### src/rtl/dram_pkg.sv
// Shared types and constants for the two-port data RAM arbiter.
package dram_pkg;

  localparam int DEF_ADDR_W = 8;
  localparam int DEF_DATA_W = 32;

  typedef enum logic [1:0] {
    IDLE   = 2'd0,
    ACCESS = 2'd1,
    RESP   = 2'd2
  } state_t;

  localparam logic RAM_READ  = 1'b1;
  localparam logic RAM_WRITE = 1'b0;

endpackage

### src/rtl/rr_arbiter2.sv
// Two-requester round-robin pick: combinational, no state; rr_ptr breaks ties.
module rr_arbiter2 (
  input  logic req0,
  input  logic req1,
  input  logic rr_ptr,
  output logic winner,
  output logic any_req
);

  assign any_req = req0 | req1;
  assign winner  = (req0 & req1) ? rr_ptr : req1;

endmodule

### src/rtl/dram_arbiter.sv
// Serialises port 0 / port 1 accesses to a 256x32 RAM: gnt at k+1, RAM strobe at k+1,
// rvalid/wack at k+2; requesters hold req until gnt, at most one access per 3 cycles.
module dram_arbiter
  import dram_pkg::*;
#(
  parameter int ADDR_W = DEF_ADDR_W,
  parameter int DATA_W = DEF_DATA_W
) (
  input  logic              clk,
  input  logic              rst_n,
  input  logic              req0,
  input  logic              we0,
  input  logic [ADDR_W-1:0] addr0,
  input  logic [DATA_W-1:0] wdata0,
  output logic              gnt0,
  output logic              rvalid0,
  output logic              wack0,
  input  logic              req1,
  input  logic              we1,
  input  logic [ADDR_W-1:0] addr1,
  input  logic [DATA_W-1:0] wdata1,
  output logic              gnt1,
  output logic              rvalid1,
  output logic              wack1,
  output logic [DATA_W-1:0] rdata,
  output logic              ram_enable,
  output logic              ram_rw,
  output logic [ADDR_W-1:0] ram_addr,
  output logic [DATA_W-1:0] ram_din,
  input  logic [DATA_W-1:0] ram_dout,
  output logic              busy
);

  state_t              state;
  state_t              state_nxt;
  logic                rr_ptr;
  logic                winner;
  logic                any_req;
  logic                grant;
  logic                win_l;
  logic                we_l;
  logic [ADDR_W-1:0]   addr_l;
  logic [DATA_W-1:0]   wdata_l;

  rr_arbiter2 u_rr (
    .req0    (req0),
    .req1    (req1),
    .rr_ptr  (rr_ptr),
    .winner  (winner),
    .any_req (any_req)
  );

  assign grant = (state == IDLE) && any_req;

  always_ff @(posedge clk or negedge rst_n) begin
    if (!rst_n) state <= IDLE;
    else        state <= state_nxt;
  end

  always_comb begin
    state_nxt = state;
    case (state)
      IDLE:    if (any_req) state_nxt = ACCESS;
      ACCESS:  state_nxt = RESP;
      RESP:    state_nxt = IDLE;
      default: state_nxt = IDLE;
    endcase
  end

  always_ff @(posedge clk or negedge rst_n) begin
    if (!rst_n) begin
      gnt0    <= 1'b0;
      gnt1    <= 1'b0;
      rvalid0 <= 1'b0;
      rvalid1 <= 1'b0;
      wack0   <= 1'b0;
      wack1   <= 1'b0;
      rdata   <= '0;
      rr_ptr  <= 1'b0;
      win_l   <= 1'b0;
      we_l    <= 1'b0;
      addr_l  <= '0;
      wdata_l <= '0;
    end else begin
      gnt0    <= grant && !winner;
      gnt1    <= grant && winner;
      rvalid0 <= (state == ACCESS) && !we_l && !win_l;
      rvalid1 <= (state == ACCESS) && !we_l && win_l;
      wack0   <= (state == ACCESS) && we_l && !win_l;
      wack1   <= (state == ACCESS) && we_l && win_l;
      if (grant) begin
        win_l   <= winner;
        we_l    <= winner ? we1    : we0;
        addr_l  <= winner ? addr1  : addr0;
        wdata_l <= winner ? wdata1 : wdata0;
      end
      if ((state == ACCESS) && !we_l) rdata <= ram_dout;
      // Loser of the last access gets the tie-break at the next IDLE.
      if (state == RESP) rr_ptr <= ~win_l;
    end
  end

  // Strobes decode straight from state so reset drops them without waiting for an edge.
  assign ram_enable = (state == ACCESS);
  assign ram_rw     = (ram_enable && we_l) ? RAM_WRITE : RAM_READ;
  assign ram_addr   = addr_l;
  assign ram_din    = wdata_l;
  assign busy       = (state != IDLE);

endmodule

### config.mk
export PLATFORM = sky130hd
export DESIGN_NAME = dram_arbiter
export DESIGN_NICKNAME = d
export VERILOG_FILES = /design/src/rtl/dram_pkg.sv /design/src/rtl/rr_arbiter2.sv /design/src/rtl/dram_arbiter.sv
export SDC_FILE = /design/constraint.sdc
export NUM_CORES = 1
export LEC_CHECK = 0
export ABC_AREA = 1
export CAP_MARGIN = 20
export CORE_ASPECT_RATIO = 0.75
export CORE_MARGIN = 2
export CORE_UTILIZATION = 45
export CTS_BUF_LIST = sky130_fd_sc_hd__clkbuf_4 sky130_fd_sc_hd__clkbuf_8
export DETAILED_ROUTE_END_ITERATION = 10
export MAX_ROUTING_LAYER = met4
export PLACE_DENSITY = 0.95
export SLEW_MARGIN = 30
export SYNTH_ARGS = -nofsm -noshare
export SYNTH_HDL_FRONTEND = slang
export SYNTH_SLANG_ARGS = --single-unit
export TNS_END_PERCENT = 5
### constraint.sdc
create_clock -name clk -period 3.6 [get_ports clk]
set_clock_uncertainty 0.2 [all_clocks]
set_input_delay 0.72 -clock clk [delete_from_list [all_inputs] [get_ports clk]]
set_output_delay 0.72 -clock clk [all_outputs]
set_load 0.01 [all_outputs]
Word level (Yosys, flattened, before mapping)
Index checks and enable logic that the tools add are counted.
W data, S select, Z words.
- eq/ne operators: 3
- order comparisons: 0
- div/mod/pow operators: 0
- bitwise logic cells: 3
- mux-type cells: 7
- $mul: 0
- shift operators: 0
- reduce and logical (&&, ||, !) cells: 14
- add/subtract/negate cells: 0
- operators with widths (cell ; number):
    $mux W32 ; 1
    $logic_and A1 B1 Y1 ; 9
    $mux W8 ; 1
    $pmux W2 S2 ; 1
    $logic_not A1 Y1 ; 3
    $mux W1 ; 3
    $eq A2 B1 Y1 const B ; 1
    $eq A2 B2 Y1 const B ; 1
    $logic_not A2 Y1 ; 1
    $mux W2 ; 1
    $ne A2 B2 Y1 const B ; 1
    $reduce_bool A2 Y1 ; 1
    $and A1 B1 Y1 ; 1
    $not A1 Y1 ; 1
    $or A1 B1 Y1 ; 1
- word-level logic and storage cells: 40
- memories: 0
- bits in read-only memories: 0
- output and inout port bits: 81
- bits in latches: 0
- RAM bits: 0
- bits in registers: 83

Logic depth before layout (Yosys ltp)
Gate-level depths: netlist (run 1).
- depth after elaboration: 4
- mapped depth: 7
- mapped depth without buffers: 6

Hierarchy
From an unflattened synthesis (run 1), not the netlist that was laid out.
- cell total of the unflattened synthesis: 482
- area total of the unflattened synthesis: 3689.8 um^2
- modules (own cells, without submodules) (module ; area each (um^2) ; cells each ; times used ; sequential area each (um^2)):
    dram_arbiter ; 3667.3 ; 477 ; 1 ; 2077.0
    rr_arbiter2 ; 22.5 ; 5 ; 1 ; 0.0

Least setup slack after synthesis (run 1)
Ideal clock, no wire load.
- kind: input -> register
- start: input req1
- end: register addr_l[4] (netlist: ram_addr[4])
- library setup time: 0.118 ns
- buffers on the path: 2
- stages: 7
- required time: 3.282 ns
- arrival: 1.380 ns
- slack: 1.902 ns
- cells stage by stage: buf_4 -> nor2_4 -> nor2_8 -> inv_8 -> buf_8 -> nand2_2 -> nand2_1
- word-level cells in the longest chain between the ends: 3
- RTL lines (element ; line ; text):
    start: declaration ; dram_arbiter.sv:18 ; input logic req1,
    $and A1 B1 Y1 ; rr_arbiter2.sv:11 ; assign winner = (req0 & req1) ? rr_ptr : req1;
    $mux W1 ; rr_arbiter2.sv:11 ;
    $mux W8 ; dram_arbiter.sv:94 ; addr_l <= winner ? addr1 : addr0;
    end signal: assignment ; dram_arbiter.sv:94 ;
    end: declaration ; dram_arbiter.sv:42 ; logic [ADDR_W-1:0] addr_l;
Several ways; a longest one is shown, not always the timed one.
A chain may end at the register's enable or synchronous reset.

Final worst setup path (run 1)
- start: register state[1]
- end: output ram_rw
- word-level cells in the longest chain between the ends: 3
- RTL lines (element ; line ; text):
    start: declaration ; dram_arbiter.sv:34 ; state_t state;
    start signal: assignment ; dram_arbiter.sv:57 ; else state <= state_nxt;
    $eq A2 B1 Y1 ; dram_arbiter.sv:104 ; assign ram_enable = (state == ACCESS);
    $logic_and A1 B1 Y1 ; dram_arbiter.sv:105 ; assign ram_rw = (ram_enable && we_l) ? RAM_WRITE : RAM_READ;
    $mux W1 ; dram_arbiter.sv:105 ;
    end: declaration ; dram_arbiter.sv:27 ; output logic ram_rw,
No other way between the ends.

==> flow_summary_export.csv, run 1 <==
group,metric,value,unit
status,status,"finished, final reports clean",
routing,wl_met2,5.71,mm
yosys,synth_cells,521,
yosys,ys_seq_elements,83,
routing,wl,11.1,mm
cts,clock_latency,0.33,ns
routing,top_layer_used,"met4",
timing,worst_slew_pin_slew,0.921,ns
worst_setup_path,endpoint_kind,"output port",
grt,global_route.usage.total,0.239,
final_layout,syn_to_final_growth,53.2,%
cts,cts_tree,"built",
timing,period_share,0.793,
place,dp_slack,0.955,ns
yosys,avgSynthCellArea,7.74,µm²
grt,grt_overflow,0,
run,cap_violations,0,
routing,first_pass_iters,5,
yosys,synth.area.top_cells,"dfrtp_1, nand2_1, nand3_1, inv_1, buf_6",
cts,h-tree-depth,3,
worst_setup_path,start_kind,"flip-flop",
yosys,synthesis.nets,639,
routing,post_drt_wl_per_cell,13.7,µm
cts,cts_hold_buf,0,
worst_setup_path,crit_path_max_fanout,35,
worst_setup_path,regToRegStartpoint,"we_l$_DFFE_PN0P_",
floorplan,initial_utilization,0.471,
cts,clock-sinks,83,
final_layout,nFillCells,650,
cts,cts_buffers,9,
routing,num_vias,3962,
grt,grt_pass1_vias,3757,
floorplan,dieHeight,86.0,µm
pwr,power_density,760,nW/µm²
routing,vias_per_cell,4.86,
timing,slew_headroom,0.382,
yosys,netlist.area_leader.share,0.515,
timing,fin_tns_setup,0,ns
place,portBuffers,198,
timing,setup_viol,0,
yosys,syn_area,4030,µm²
floorplan,num_io_pins,199,
floorplan,rows,29,
yosys,synth_area_leader_cell,"dfrtp_1",
floorplan,coreArea,8560,µm²
yosys,ys_types,21,
routing,wl_met3,752,µm
cts,ctsLongestPathBuffers,2,
worst_setup_path,cp.arrival,1.94,ns
timing,finalHoldViolCount,0,
yosys,synth-warning-count,0,
final_layout,layout_commonest_cell,"clkdlybuf4s50_1",
final_layout,nNetsFinal,821,
routing,drtAntennaViolNets,0,
pwr,vdd_drop_max,0.377,mV
timing,layout_min_cycle_time,2.86,ns
floorplan,dieArea,9740,µm²
hold_path,holdCritPathClass,"in -> async",
cts,post-cts-setup-buffers,0,
grt,grt_max_degree,84,
cts,clk_pin_slew,0.08,ns
floorplan,die_w,113,µm
grt,antenna_found_initial,0,
grt,grt_pass1_wl,18.0,mm
worst_setup_path,required,2.68,ns
pwr,power_leakage,3.20,nW
worst_setup_path,reg2regPathDepth,4,
final_layout,final_cell_mix,"clkdlybuf4s50_1, nand2_1, nand3_1",
final_layout,final_layout_size_suffix_gt1_frac,0.0579,
routing,drtIter0Drc,235,
worst_setup_path,r2r_end,"rdata[0]$_DFFE_PN0P_",
timing,fmax,0.350,GHz
place,dpl.hpwl,8.26,mm
timing,rsz0062_at_grt,"false",
final_layout,insertedDiodeCount,0,
routing,wl_met1,4.52,mm
worst_setup_path,critical_path_class,"reg -> out",
worst_setup_path,r2r_setup_slack,1.14,ns
place,gp_congestion,0.872,
cts,cts-root-buf,"clkbuf_8",
worst_setup_path,startpoint,"state[1]$_DFFE_PN0P_",
timing,drv_slew,0,
yosys,ys_seq_area_frac,0.515,
cts,postCtsResizedCells,0,
routing,post-route-drc-count,0,
timing,worst_slack,0.744,ns
[power breakdown]
part           total (mW)  switching (mW)  internal [mW]
Combinational        2.35            1.19           1.16
Clock               0.670           0.316          0.354
Sequential           1.67           0.283           1.39
Total                4.69            1.79           2.90
[how the worst max path moves through the flow]
stage / to / slack [ns] / cells after the start
after global routing: ram_rw / 0.62 / 4
after floorplan: ram_addr[4]$_DFFE_PN0P_ / 1.90 / 7
after global placement: win_l$_DFFE_PN0P_ / 1.02 / 6
final: ram_rw / 0.74 / 4
after CTS: ram_rw / 0.72 / 4
after detailed placement: win_l$_DFFE_PN0P_ / 0.95 / 6
[through the flow]
step                      power, mW  hold slack, ns  instances  utilization  cell area [µm²]
after floorplan                2.85           0.224        521            -             4030
after detailed placement       4.05           0.257        800        0.697             5970
final                          4.69           0.203        816        0.721             6180
after CTS                      4.74           0.276        816        0.721             6170
after global placement         3.95           0.254        800        0.697             5970
after global routing           5.03           0.269        816        0.721             6180
[final cells by class]
type / instances / area (µm²) / share of cell area
Sequential cell: 83 / 2080 / 0.336
Multi-Input combinational cell: 320 / 1420 / 0.230
Tap cell: 108 / 135 / 0.0219
Clock buffer: 12 / 153 / 0.0247
Inverter: 88 / 338 / 0.0547
Timing Repair Buffer: 201 / 2000 / 0.324
Clock inverter: 4 / 50.0 / 0.00810
[kinds of logic after synthesis]
| group | synth area share |
|---|---|
| AOI/OAI and AO/OA | 0.00621 |
| and+or+nand+nor | 0.347 |
| DFF | 0.515 |
| buffers and inverters | 0.132 |
[per-layer routing]
metal,global-route usage,vias up
met5,-,-
met4,0.0710,0
met3,0.0495,15
met2,0.412,186
met1,0.287,1815
li1,-,1946
[critical path: stages, from the launching register on]
cell,delay (ns)
dfrtp_1,0.45
nor2_4,0.13
buf_4,0.33
nand2_1,0.15
clkdlybuf4s50_1,0.53
[registers in the layout, indices dropped and copies added (netlist names)]
signal    flops
gnt0          1
gnt1          1
ram_addr      8
ram_din      32
rdata        32
rr_ptr        1
rvalid0       1
rvalid1       1
state         2
wack0         1
wack1         1
we_l          1
win_l         1
[cells in the mapped netlist]
| master | number |
|---|---|
| a21oi_1 | 1 |
| a21oi_2 | 1 |
| a31oi_1 | 1 |
| buf_2 | 11 |
| buf_4 | 1 |
| buf_6 | 7 |
| buf_8 | 1 |
| clkbuf_1 | 10 |
| clkinv_1 | 1 |
| dfrtp_1 | 83 |
| inv_1 | 84 |
| inv_2 | 2 |
| inv_8 | 1 |
| nand2_1 | 180 |
| nand2_2 | 12 |
| nand2_4 | 1 |
| nand3_1 | 114 |
| nor2_1 | 6 |
| nor2_4 | 2 |
| nor2_8 | 1 |
| o21ai_0 | 1 |
Power figures use the tool's default switching activity.
==> run 2: changes to the inputs <==
CORE_UTILIZATION = 38   (was 45)
PLACE_DENSITY = 0.89   (was 0.95)
clock period = 2.6 ns   (was 3.6 ns; I/O delays follow)
==> run 2 against run 1 <==
Compared with the run above: combinational power grew 41%; first-iteration DRC count grew 14%; non-clock buffer count rose by 5; critical path depth decreased by 1; via count grew 2.2%; highest routed layer unchanged; worst setup slack got worse by 0.43 ns.
==> flow_summary_export.csv, run 2 (synthesis gave the netlist of run 1 again) <==
group,metric,value,unit
pwr,power_density,1050,nW/µm²
grt,grt_max_degree,48,
timing,whs,0.278,ns
floorplan,initial_utilization,0.392,
final_layout,fin_util,0.611,
timing,slew_headroom,0.602,
floorplan,coreArea,10300,µm²
place,dp_slack,0.412,ns
timing,rsz0062_at_grt,"false",
worst_setup_path,slowest_stage,"clkdlybuf4s50_1",
worst_setup_path,r2r_setup_slack,0.68,ns
cts,postCtsResizedCells,0,
grt,grt_pass1_wl,18.7,mm
worst_setup_path,endpoint_kind,"output port",
timing,worst_slew_pin_slew,0.595,ns
cts,ctsLongestPathBuffers,2,
place,dpl.hpwl,8.51,mm
grt,grt_pass1_vias,4012,
worst_setup_path,critical_path_class,"reg -> out",
timing,drv_slew,0,
final_layout,syn_to_final_growth,56.0,%
worst_setup_path,max_stage_delay,0.58,ns
timing,fin_tns_setup,0,ns
routing,num_vias,4050,
timing,finalHoldViolCount,0,
hold_path,holdPathStages,2,
final_layout,final_area,6290,µm²
cts,h-tree-depth,3,
final_layout,layout_commonest_cell,"clkdlybuf4s50_1",
cts,post-cts-setup-buffers,0,
pwr,p_sw_frac,0.388,
timing,fmax,0.438,GHz
worst_setup_path,start_kind,"flip-flop",
pwr,netSwitchingPower,2.55,mW
run,cap_violations,0,
floorplan,dieArea,11500,µm²
final_layout,fin_cells,849,
worst_setup_path,r2r_end,"rdata[27]$_DFFE_PN0P_",
routing,vias_per_cell,4.77,
final_layout,final_cell_mix,"clkdlybuf4s50_1, nand2_1, nand3_1",
pwr,vdd_drop_max,0.429,mV
place,portBuffers,198,
routing,drtIter0Drc,268,
cts,clock-sinks,83,
worst_setup_path,required,1.88,ns
timing,setup_viol,0,
routing,first_pass_iters,4,
pwr,clockPowerShare,0.145,
cts,cts_buffers,9,
final_layout,final_layout_size_suffix_gt1_frac,0.0631,
pwr,combPwrFrac,0.504,
grt,global_route.usage.total,0.212,
place,dpl_cell_area,6070,µm²
cts,clk_pin_slew,0.10,ns
worst_setup_path,regToRegStartpoint,"state[1]$_DFFE_PN0P_",
final_layout,seqCellArea,2080,µm²
grt,grt_overflow,0,
cts,clock_latency,0.34,ns
worst_setup_path,path_cells,"inv_2 -> nand2_4 -> clkdlybuf4s50_1",
pwr,power_leakage,3.24,nW
hold_path,min_from,"rdata[17]$_DFFE_PN0P_",
floorplan,rows,32,
floorplan,dieHeight,93.2,µm
routing,wl,11.6,mm
timing,worst_slack,0.318,ns
worst_setup_path,cp.arrival,1.56,ns
place,dp_cells,832,
routing,post-route-drc-count,0,
status,status,"finished, final reports clean",
floorplan,die_w,123,µm
floorplan,num_io_pins,199,
cts,cts-root-buf,"clkbuf_8",
routing,drtAntennaViolNets,0,
cts,cts_tree,"built",
worst_setup_path,reg2regPathDepth,5,
final_layout,nNetsFinal,826,
pwr,p_total,6.59,mW
timing,period_share,0.878,
pwr,pwr-share-seq,0.351,
place,gp_congestion,0.818,
grt,antenna_found_initial,0,
hold_path,whs_endpoint,"rdata[17]$_DFFE_PN0P_",
timing,layout_min_cycle_time,2.28,ns
pwr,p_int,4.03,mW
routing,post_drt_wl_per_cell,13.7,µm
final_layout,multi_input_area,1420,µm²
final_layout,insertedDiodeCount,0,
worst_setup_path,crit_path_max_fanout,5,
hold_path,holdCritPathClass,"reg -> reg",
final_layout,nFillCells,873,
==> run 2: changes by cell type in the layout (fill, tap and decap cells not counted), sizes merged <==
cell	before	now
clkbuf	12	9
inv	87	90
dlygate4sd3	0	1
buf	5	9
==> run 2: area by class of cell <==
cell class / instances / area share
flip-flops and latches: 83 / 0.330
repair buffers: 206 / 0.330
multi-input cells: 320 / 0.226
inverters: 88 / 0.0537
well taps: 136 / 0.0271
clock buffers: 9 / 0.0197
clock inverters: 7 / 0.0131
==> run 2: worst max path at each step <==
stage	from	end	slack, ns	depth (start not counted)
after floorplan	req1	ram_addr[4]$_DFFE_PN0P_	1.10	7
after global placement	req0	ram_din[9]$_DFFE_PN0P_	0.48	7
after detailed placement	req0	ram_din[21]$_DFFE_PN0P_	0.41	7
after CTS	state[1]$_DFFE_PN0P_	busy	0.28	3
after global routing	state[1]$_DFFE_PN0P_	busy	0.21	3
final	state[1]$_DFFE_PN0P_	busy	0.32	3
==> run 2: what timing repair did <==
item                       4_1_cts  5_1_grt
setup endpoints to repair        0        0
hold endpoints to repair        36        0
hold buffers                     1        0
==> run 2: critical path, delay by kind of cell (launching register included) <==
| family | cells | cell delay [ns] |
|---|---|---|
| flip-flops | 1 | 0.46 |
| AND/OR/NAND/NOR | 1 | 0.11 |
| buffers and inverters | 2 | 0.65 |
==> run 2: power by group through the flow <==
stage | combinational, mW | clock, mW | sequential, mW
after floorplan | 1.41 | 0 | 2.54
after global placement | 3.24 | 0 | 2.31
after detailed placement | 3.35 | 0 | 2.32
after CTS | 3.36 | 0.987 | 2.31
after global routing | 3.64 | 1.05 | 2.39
final | 3.32 | 0.956 | 2.31
==> run 2: layer usage <==
metal | up-vias | routed length, µm | GRT usage
li1 | 1947 | - | -
met1 | 1866 | 4900 | 0.261
met2 | 211 | 5690 | 0.351
met3 | 26 | 839 | 0.0457
met4 | 0 | 208 | 0.0623
met5 | - | 0 | -
